<file path="src/rtl/seq_div_pkg.sv">
// Shared types and helpers for the sequential restoring divider.
// Optional signed mode is enabled with the SEQ_DIV_SIGNED_EN macro.
package seq_div_pkg;

    typedef enum logic [1:0] {
        IDLE = 2'd0,
        BUSY = 2'd1,
        FIX  = 2'd2,
        DONE = 2'd3
    } div_state_t;

    localparam int unsigned MAX_WIDTH = 64;

    // Quotient reported for a zero divisor: all ones in the low 'width' bits.
    function automatic logic [MAX_WIDTH-1:0] div_by_zero_q(input int unsigned width);
        logic [MAX_WIDTH-1:0] ones;
        ones = '0;
        for (int unsigned i = 0; i < MAX_WIDTH; i++) begin
            if (i < width) begin
                ones[i] = 1'b1;
            end
        end
        return ones;
    endfunction

endpackage

</file>
<file path="src/rtl/seq_div_rem_if.sv">
// Operand/result handshake bundle for seq_div_rem.
// The signed_op signal exists only when SEQ_DIV_SIGNED_EN is defined.
interface seq_div_rem_if #(
    parameter int unsigned WIDTH = 4
);

    logic             in_valid;
    logic             in_ready;
    logic [WIDTH-1:0] a;
    logic [WIDTH-1:0] b;
`ifdef SEQ_DIV_SIGNED_EN
    logic             signed_op;
`endif
    logic             out_valid;
    logic             out_ready;
    logic [WIDTH-1:0] q;
    logic [WIDTH-1:0] r;
    logic             div_by_zero;

`ifdef SEQ_DIV_SIGNED_EN
    modport master (
        output in_valid, a, b, signed_op, out_ready,
        input  in_ready, out_valid, q, r, div_by_zero
    );

    modport slave (
        input  in_valid, a, b, signed_op, out_ready,
        output in_ready, out_valid, q, r, div_by_zero
    );
`else
    modport master (
        output in_valid, a, b, out_ready,
        input  in_ready, out_valid, q, r, div_by_zero
    );

    modport slave (
        input  in_valid, a, b, out_ready,
        output in_ready, out_valid, q, r, div_by_zero
    );
`endif

endinterface

</file>
<file path="src/rtl/seq_div_rem_div_step.sv">
// One restoring-division step: shift {rem,quo} left, subtract the divisor
// if it fits and shift a 1 into the quotient.
module div_step #(
    parameter int unsigned WIDTH = 4
) (
    input  logic [WIDTH:0]   rem,
    input  logic [WIDTH-1:0] quo,
    input  logic [WIDTH-1:0] b,
    output logic [WIDTH:0]   rem_next,
    output logic [WIDTH-1:0] quo_next
);

    localparam int unsigned RW = WIDTH + 1;

    logic [RW-1:0]    rem_sh;
    logic [WIDTH-1:0] quo_sh;
    logic [RW:0]      trial;

    always_comb begin
        rem_sh   = RW'({rem, quo[WIDTH-1]});
        quo_sh   = {quo[WIDTH-2:0], 1'b0};
        trial    = {1'b0, rem_sh} - {2'b00, b};
        rem_next = rem_sh;
        quo_next = quo_sh;
        // Top bit of trial is the borrow: clear means the divisor fit.
        if (!trial[RW]) begin
            rem_next = RW'(trial);
            quo_next = quo_sh | WIDTH'(1);
        end
    end

endmodule

</file>
<file path="src/rtl/seq_div_rem.sv">
// Multi-cycle restoring divider producing q = a / b and r = a % b, one quotient
// bit per clock. Define SEQ_DIV_SIGNED_EN to add two's-complement operation.
module seq_div_rem
    import seq_div_pkg::*;
#(
    parameter int unsigned WIDTH = 4
) (
    input logic          clk,
    input logic          rst_n,
    seq_div_rem_if.slave bus
);

    localparam int unsigned CNT_W = $clog2(WIDTH + 1);
    localparam int unsigned RW    = WIDTH + 1;

    div_state_t       state, state_nxt;
    logic [CNT_W-1:0] cnt, cnt_nxt;
    logic [RW-1:0]    rem, rem_nxt;
    logic [WIDTH-1:0] quo, quo_nxt;
    logic [WIDTH-1:0] dvs, dvs_nxt;
    logic [WIDTH-1:0] quot, quot_nxt;
    logic [WIDTH-1:0] remd, remd_nxt;
    logic             dbz, dbz_nxt;
    logic             out_valid, out_valid_nxt;
    logic             in_ready, in_ready_nxt;

    logic [RW-1:0]    rem_step;
    logic [WIDTH-1:0] quo_step;
    logic [WIDTH-1:0] a_mag;
    logic [WIDTH-1:0] b_mag;

`ifdef SEQ_DIV_SIGNED_EN
    logic sgn, sgn_nxt;
    logic neg_q, neg_q_nxt;
    logic neg_r, neg_r_nxt;
    logic neg_a;
    logic neg_b;
`endif

    div_step #(.WIDTH(WIDTH)) u_step (
        .rem      (rem),
        .quo      (quo),
        .b        (dvs),
        .rem_next (rem_step),
        .quo_next (quo_step)
    );

    // Operand magnitudes fed into the unsigned core.
    always_comb begin
`ifdef SEQ_DIV_SIGNED_EN
        neg_a = bus.signed_op & bus.a[WIDTH-1];
        neg_b = bus.signed_op & bus.b[WIDTH-1];
        a_mag = neg_a ? (WIDTH'(0) - bus.a) : bus.a;
        b_mag = neg_b ? (WIDTH'(0) - bus.b) : bus.b;
`else
        a_mag = bus.a;
        b_mag = bus.b;
`endif
    end

    // Next-state and registered-output logic.
    always_comb begin
        state_nxt     = state;
        cnt_nxt       = cnt;
        rem_nxt       = rem;
        quo_nxt       = quo;
        dvs_nxt       = dvs;
        quot_nxt      = quot;
        remd_nxt      = remd;
        dbz_nxt       = dbz;
        out_valid_nxt = out_valid;
`ifdef SEQ_DIV_SIGNED_EN
        sgn_nxt       = sgn;
        neg_q_nxt     = neg_q;
        neg_r_nxt     = neg_r;
`endif

        case (state)
            IDLE: begin
                if (bus.in_valid && in_ready) begin
                    if (bus.b == '0) begin
                        state_nxt = DONE;
                        quot_nxt  = WIDTH'(div_by_zero_q(WIDTH));
                        remd_nxt  = bus.a;
                        dbz_nxt   = 1'b1;
                    end else begin
                        state_nxt = BUSY;
                        cnt_nxt   = CNT_W'(WIDTH);
                        rem_nxt   = '0;
                        quo_nxt   = a_mag;
                        dvs_nxt   = b_mag;
                        dbz_nxt   = 1'b0;
`ifdef SEQ_DIV_SIGNED_EN
                        sgn_nxt   = bus.signed_op;
                        neg_q_nxt = neg_a ^ neg_b;
                        neg_r_nxt = neg_a;
`endif
                    end
                end
            end

            BUSY: begin
                rem_nxt = rem_step;
                quo_nxt = quo_step;
                cnt_nxt = cnt - CNT_W'(1);
                if (cnt == CNT_W'(1)) begin
                    quot_nxt = quo_step;
                    remd_nxt = WIDTH'(rem_step);
`ifdef SEQ_DIV_SIGNED_EN
                    if (sgn) begin
                        state_nxt = FIX;
                    end else begin
                        state_nxt     = DONE;
                        out_valid_nxt = 1'b1;
                    end
`else
                    state_nxt     = DONE;
                    out_valid_nxt = 1'b1;
`endif
                end
            end

            FIX: begin
`ifdef SEQ_DIV_SIGNED_EN
                // Quotient truncates toward zero; remainder follows the dividend's sign.
                quot_nxt      = neg_q ? (WIDTH'(0) - quot) : quot;
                remd_nxt      = neg_r ? (WIDTH'(0) - remd) : remd;
                state_nxt     = DONE;
                out_valid_nxt = 1'b1;
`else
                state_nxt     = IDLE;
`endif
            end

            DONE: begin
                // Zero-divisor results enter DONE one cycle before they are shown.
                if (!out_valid) begin
                    out_valid_nxt = 1'b1;
                end else if (bus.out_ready) begin
                    out_valid_nxt = 1'b0;
                    state_nxt     = IDLE;
                end
            end

            default: begin
                state_nxt = IDLE;
            end
        endcase

        in_ready_nxt = (state_nxt == IDLE);
    end

    always_ff @(posedge clk) begin
        if (!rst_n) begin
            state     <= IDLE;
            cnt       <= '0;
            rem       <= '0;
            quo       <= '0;
            dvs       <= '0;
            quot      <= '0;
            remd      <= '0;
            dbz       <= 1'b0;
            out_valid <= 1'b0;
            in_ready  <= 1'b1;
`ifdef SEQ_DIV_SIGNED_EN
            sgn       <= 1'b0;
            neg_q     <= 1'b0;
            neg_r     <= 1'b0;
`endif
        end else begin
            state     <= state_nxt;
            cnt       <= cnt_nxt;
            rem       <= rem_nxt;
            quo       <= quo_nxt;
            dvs       <= dvs_nxt;
            quot      <= quot_nxt;
            remd      <= remd_nxt;
            dbz       <= dbz_nxt;
            out_valid <= out_valid_nxt;
            in_ready  <= in_ready_nxt;
`ifdef SEQ_DIV_SIGNED_EN
            sgn       <= sgn_nxt;
            neg_q     <= neg_q_nxt;
            neg_r     <= neg_r_nxt;
`endif
        end
    end

    assign bus.in_ready    = in_ready;
    assign bus.out_valid   = out_valid;
    assign bus.q           = quot;
    assign bus.r           = remd;
    assign bus.div_by_zero = dbz;

endmodule

</file>
<file path="src/flat_wrapper.sv">
// flat-port wrapper written by rule: the top's interface ports become plain ports
module seq_div_rem_flat import seq_div_pkg::*;
#(
    parameter int unsigned WIDTH = 4
)
  (clk, rst_n, bus_in_valid, bus_a, bus_b, bus_out_ready, bus_in_ready, bus_out_valid, bus_q, bus_r, bus_div_by_zero);
  seq_div_rem_if #(.WIDTH(WIDTH)) bus_i ();
  input logic clk;
  input logic rst_n;
  input wire logic [$bits(bus_i.in_valid)-1:0] bus_in_valid;
  input wire logic [$bits(bus_i.a)-1:0] bus_a;
  input wire logic [$bits(bus_i.b)-1:0] bus_b;
  input wire logic [$bits(bus_i.out_ready)-1:0] bus_out_ready;
  output wire logic [$bits(bus_i.in_ready)-1:0] bus_in_ready;
  output wire logic [$bits(bus_i.out_valid)-1:0] bus_out_valid;
  output wire logic [$bits(bus_i.q)-1:0] bus_q;
  output wire logic [$bits(bus_i.r)-1:0] bus_r;
  output wire logic [$bits(bus_i.div_by_zero)-1:0] bus_div_by_zero;
  assign bus_i.in_valid = bus_in_valid;
  assign bus_i.a = bus_a;
  assign bus_i.b = bus_b;
  assign bus_i.out_ready = bus_out_ready;
  assign bus_in_ready = bus_i.in_ready;
  assign bus_out_valid = bus_i.out_valid;
  assign bus_q = bus_i.q;
  assign bus_r = bus_i.r;
  assign bus_div_by_zero = bus_i.div_by_zero;
  seq_div_rem #(.WIDTH(WIDTH)) u_core (.clk(clk), .rst_n(rst_n), .bus(bus_i));
endmodule
</file>
<file path="config.mk">
export PLATFORM = sky130hd
export DESIGN_NAME = seq_div_rem_flat
export DESIGN_NICKNAME = d
export VERILOG_FILES = /design/src/rtl/seq_div_pkg.sv /design/src/rtl/seq_div_rem_if.sv /design/src/rtl/seq_div_rem_div_step.sv /design/src/rtl/seq_div_rem.sv /design/src/flat_wrapper.sv
export SDC_FILE = /design/constraint.sdc
export NUM_CORES = 1
export LEC_CHECK = 0
export CORE_MARGIN = 5
export CORE_UTILIZATION = 51
export DETAILED_ROUTE_END_ITERATION = 6
export PLACE_DENSITY = 0.83
export SLEW_MARGIN = 20
export SYNTH_ARGS = -nofsm -noshare
export SYNTH_HDL_FRONTEND = slang
export SYNTH_SLANG_ARGS = --single-unit
</file>
<file path="constraint.sdc">
create_clock -name clk -period 2.39 [get_ports clk]
set_input_delay 0.478 -clock clk [delete_from_list [all_inputs] [get_ports clk]]
set_output_delay 0.478 -clock clk [all_outputs]
set_load 0.005 [all_outputs]
</file>
==> impl_results.md <==
- Total CTS buffers: 3
- Wirelength, routed: around 3000 um
- Met2 routed WL: ~1500 um
- Layout area overhead: 19.85%
- Synth Area in Compound Gates: roughly a quarter
- Row cnt: 18
- Fin Clk Skew: about 12 ps
- Synth Area in XOR/XNOR: 0.6494%
- Worst hold path class: flop to flop
- Pre-Repair DR Iteration Count: 4
- Arrival @ worst endpoint: 2100 ps
- CTS tree: yes
- Final Hold Fails: 0
- Internal power: 762.1 uW
- Grt total ovfl: 0
- Worst r2r path cells: 7
- Hold path start: u_core.bus.div_by_zero
- CP required: roughly 2600 ps
- Die ar.: 3773 um2
- R2R Setup Slk: 500 ps
- Cells after Synth: ~150
- WL/cell: ~15 um
- Final HPWL DP: 2281 um
- Minimum clock period: about 1900 ps
- Reg2Reg Launch Point: u_core.dvs[1]
- Netlist Area Pre-Place: between 1000 and 1500 um2
- Unique masters post-synth: between 40 and 50
- Clk slew on worst S/H paths: 160 ps
- Die height: about 61 um
- Multi-input gate area: about 700 um2
- MaxCap Viol Count: 0
- Antenna violations before repair: 0
- Unrepaired setup endpoints after global routing: no
- Capture point of the worst reg-to-reg path: u_core.bus.r[2]
- Total track usage: around 18%
- Clock Path Buffers: 2
- Leakage power: 0.6118 nW
- Drt via density: approximately 5.9
- Layout cells sized above 1: under 10%
- Fin. max-slew vios: 0
- I/O Buffers: 22
- Largest net degree at the start of global routing: 17
- CTS hold repair buffers: 0
- Commonest cells after routing, fill and taps aside: dfxtp_1 (28), clkdlybuf4s50_1 (22), nor2_1 (19)
- CP endpoint kind: flop
- Power, Total: ~1.1 mW
- Total instance count after detailed placement: between 200 and 250
- Diodes inserted: 0
- Post-cts sizing count: 0
- PD cells: about 700 nW/um2
- Antenna viol nets, final: 0
- Critical path class: flop to flop
- Synth Net Count: 173
- Highest metal used: met4
- Fill cells: between 200 and 250
- WHS Endpoint: u_core.bus.div_by_zero
- Worst Hold Margin: about 490 ps
- Remaining DRCs: 0
- Syn avg cell area: about 8.8 um2
- DIE WIDTH: a little over 60 um
- Flop pwr share: approximately half
- Largest family of logic cells by synthesized area: compound AO/OA/AOI/OAI gates
- Root Buffer: clkbuf_4
- Switching share of total power: between 30% and 40%
- Sequential fraction of the synthesis area: 41.56%
- Yosys warnings: 0
- Comb pwr share: ~29%
- First-pass GRT wire length: a little over 5000 um
- CP max FO: 4
- I/O pin cnt: 23
- Routed met3 length: approximately 200 um
- CP Launch Type: flop
- H-Tree Depth: 1
- Post-Synth Adder-Cell Area: around 7.1%
- Setup_tns: 0 ps
- Post-Layout Cell Count: 206
- NetSw: about 360 uW
- 1st-iter DRT viols: 38
- Worst-Margin Slew: between 500 and 600 ps
- FF+latch area: roughly 560 um2
- Core Region: around 2500 um2
- Setup bufs post-CTS: 0
- Gpl congestion: about 0.76
- Initial Util: roughly 54%
- Worst Hold Path Cells: 1
- Clock Sink Count: 28
- Post-Synth Simple-Gate Area: between 10% and 20%
- Multiplexer share of the synthesized area: 0%
- Worst Setup SP: u_core.dvs[1]
- Slew headroom: around 66%
- Worst-skew pair later-pin latency: ~330 ps
- Fmax: between 500 and 600 MHz
- Flops & latches, synth: 28
- Via count: 1206
- Clock group share of total power: between 20% and 30%
- Peak VDD IR: ~0.57 mV
- Commonest non-fill, non-tap cell in the layout: dfxtp_1
- M1 WL: around 1300 um
- Final period utilization: a little under 80%
- Final setup viols: 0
- Nets: 196
- Vias in the first global route: roughly 1200
- Status: finished, final reports clean
[synthesized netlist by cell type]
master,n,area share (%)
o21ai_0,8,3.0
o21bai_2,1,0.83
a21oi_1,10,3.7
nand2_1,16,4.5
clkinv_1,1,0.28
and4bb_2,1,0.93
o41ai_1,1,0.65
inv_1,10,2.8
o31ai_1,1,0.56
a22o_1,4,2.6
a21boi_0,1,0.56
nor4_2,1,0.93
o21a_1,3,1.7
buf_4,1,0.56
nand3_1,1,0.37
and2b_1,2,1.1
o21ba_2,1,0.74
o2111ai_1,1,0.65
a211oi_1,4,2.2
buf_6,2,1.7
ha_1,6,5.6
nor2_2,1,0.46
clkbuf_2,1,0.37
nand4_1,1,0.46
and2_1,1,0.46
clkbuf_1,1,0.28
o211ai_1,2,1.1
a31o_2,1,0.65
nand2b_1,3,1.4
o21ai_4,1,1.2
xnor2_1,1,0.65
a311oi_1,3,1.9
dfxtp_1,28,42
nor3_1,1,0.37
or2_2,1,0.46
buf_2,2,0.74
fa_1,1,1.5
o21ai_2,1,0.65
o31a_1,1,0.65
or4b_1,1,0.74
nor2b_1,1,0.46
nor2_1,19,5.3
a31oi_1,6,2.8
[metal layers]
layer / GRT usage, % / vias to the layer above
met5: 0 / -
li1: - / 588
met1: 21.51 / 576
met4: 4.545 / 0
met2: 30.97 / 40
met3: 5.031 / 2
[critical path: stages, from the launching register on]
cell      delay (ps)
dfxtp_1          370
inv_1             80
ha_1             290
nor2b_1          150
o31ai_1          280
nand2_1          190
o211ai_1         290
a31oi_1          120
[metrics by stage]
step / cell area, um2 / util [%] / setup WS, ps
2_1_floorplan: 1349 / - / 726.6
3_3_place_gp: 1580 / 63.21 / 306.6
3_5_place_dp: 1580 / 63.21 / 243.9
4_1_cts: 1617 / 64.66 / 525.6
5_1_grt: 1617 / 64.66 / 417.8
6_report: 1617 / 64.66 / 496.4
[area by class of cell]
class	instances	area share, %
clock buffers	4	2.245
inverters	11	2.554
multi-input cells	108	43.19
flip-flops and latches	28	34.67
well taps	30	2.322
repair buffers	25	15.02
[how the worst max path moves through the flow]
stage / to / slack (ps) / cells after the start
after CTS: u_core.bus.r[1] / 530 / 7
after global placement: u_core.cnt[2] / 310 / 6
after global routing: u_core.bus.r[1] / 420 / 7
final: u_core.bus.r[2] / 500 / 7
after detailed placement: u_core.cnt[2] / 240 / 6
after floorplan: u_core.bus.r[3] / 730 / 7
[cell families (layout without fill, tap and decap cells)]
logic type | after synthesis | after routing
adders and majority gates | 7 | 7
DFF | 28 | 28
xor gates and xnor gates | 1 | 1
AOI/OAI and AO/OA | 50 | 50
buffers and inverters | 18 | 40
and+or+nand+nor | 50 | 50
[registers in the layout, summed over array words and instances, names as in the netlist]
signal and cells:
u_core.bus.out_valid 1, u_core.dvs 4, u_core.bus.q 4, u_core.bus.r 4, u_core.bus.in_ready 1, u_core.quo 4, u_core.bus.div_by_zero 1, u_core.state 2
u_core.cnt 3, u_core.rem 4
[power by group through the flow]
stage          clock network [mW]  registers, mW  logic, mW
2_1_floorplan                   0          0.556      0.235
3_3_place_gp                    0          0.567      0.310
3_5_place_dp                    0          0.570      0.327
4_1_cts                     0.237          0.560      0.329
5_1_grt                     0.259          0.568      0.366
6_report                    0.234          0.561      0.331
Note: power is estimated with default switching activity, not from simulation.
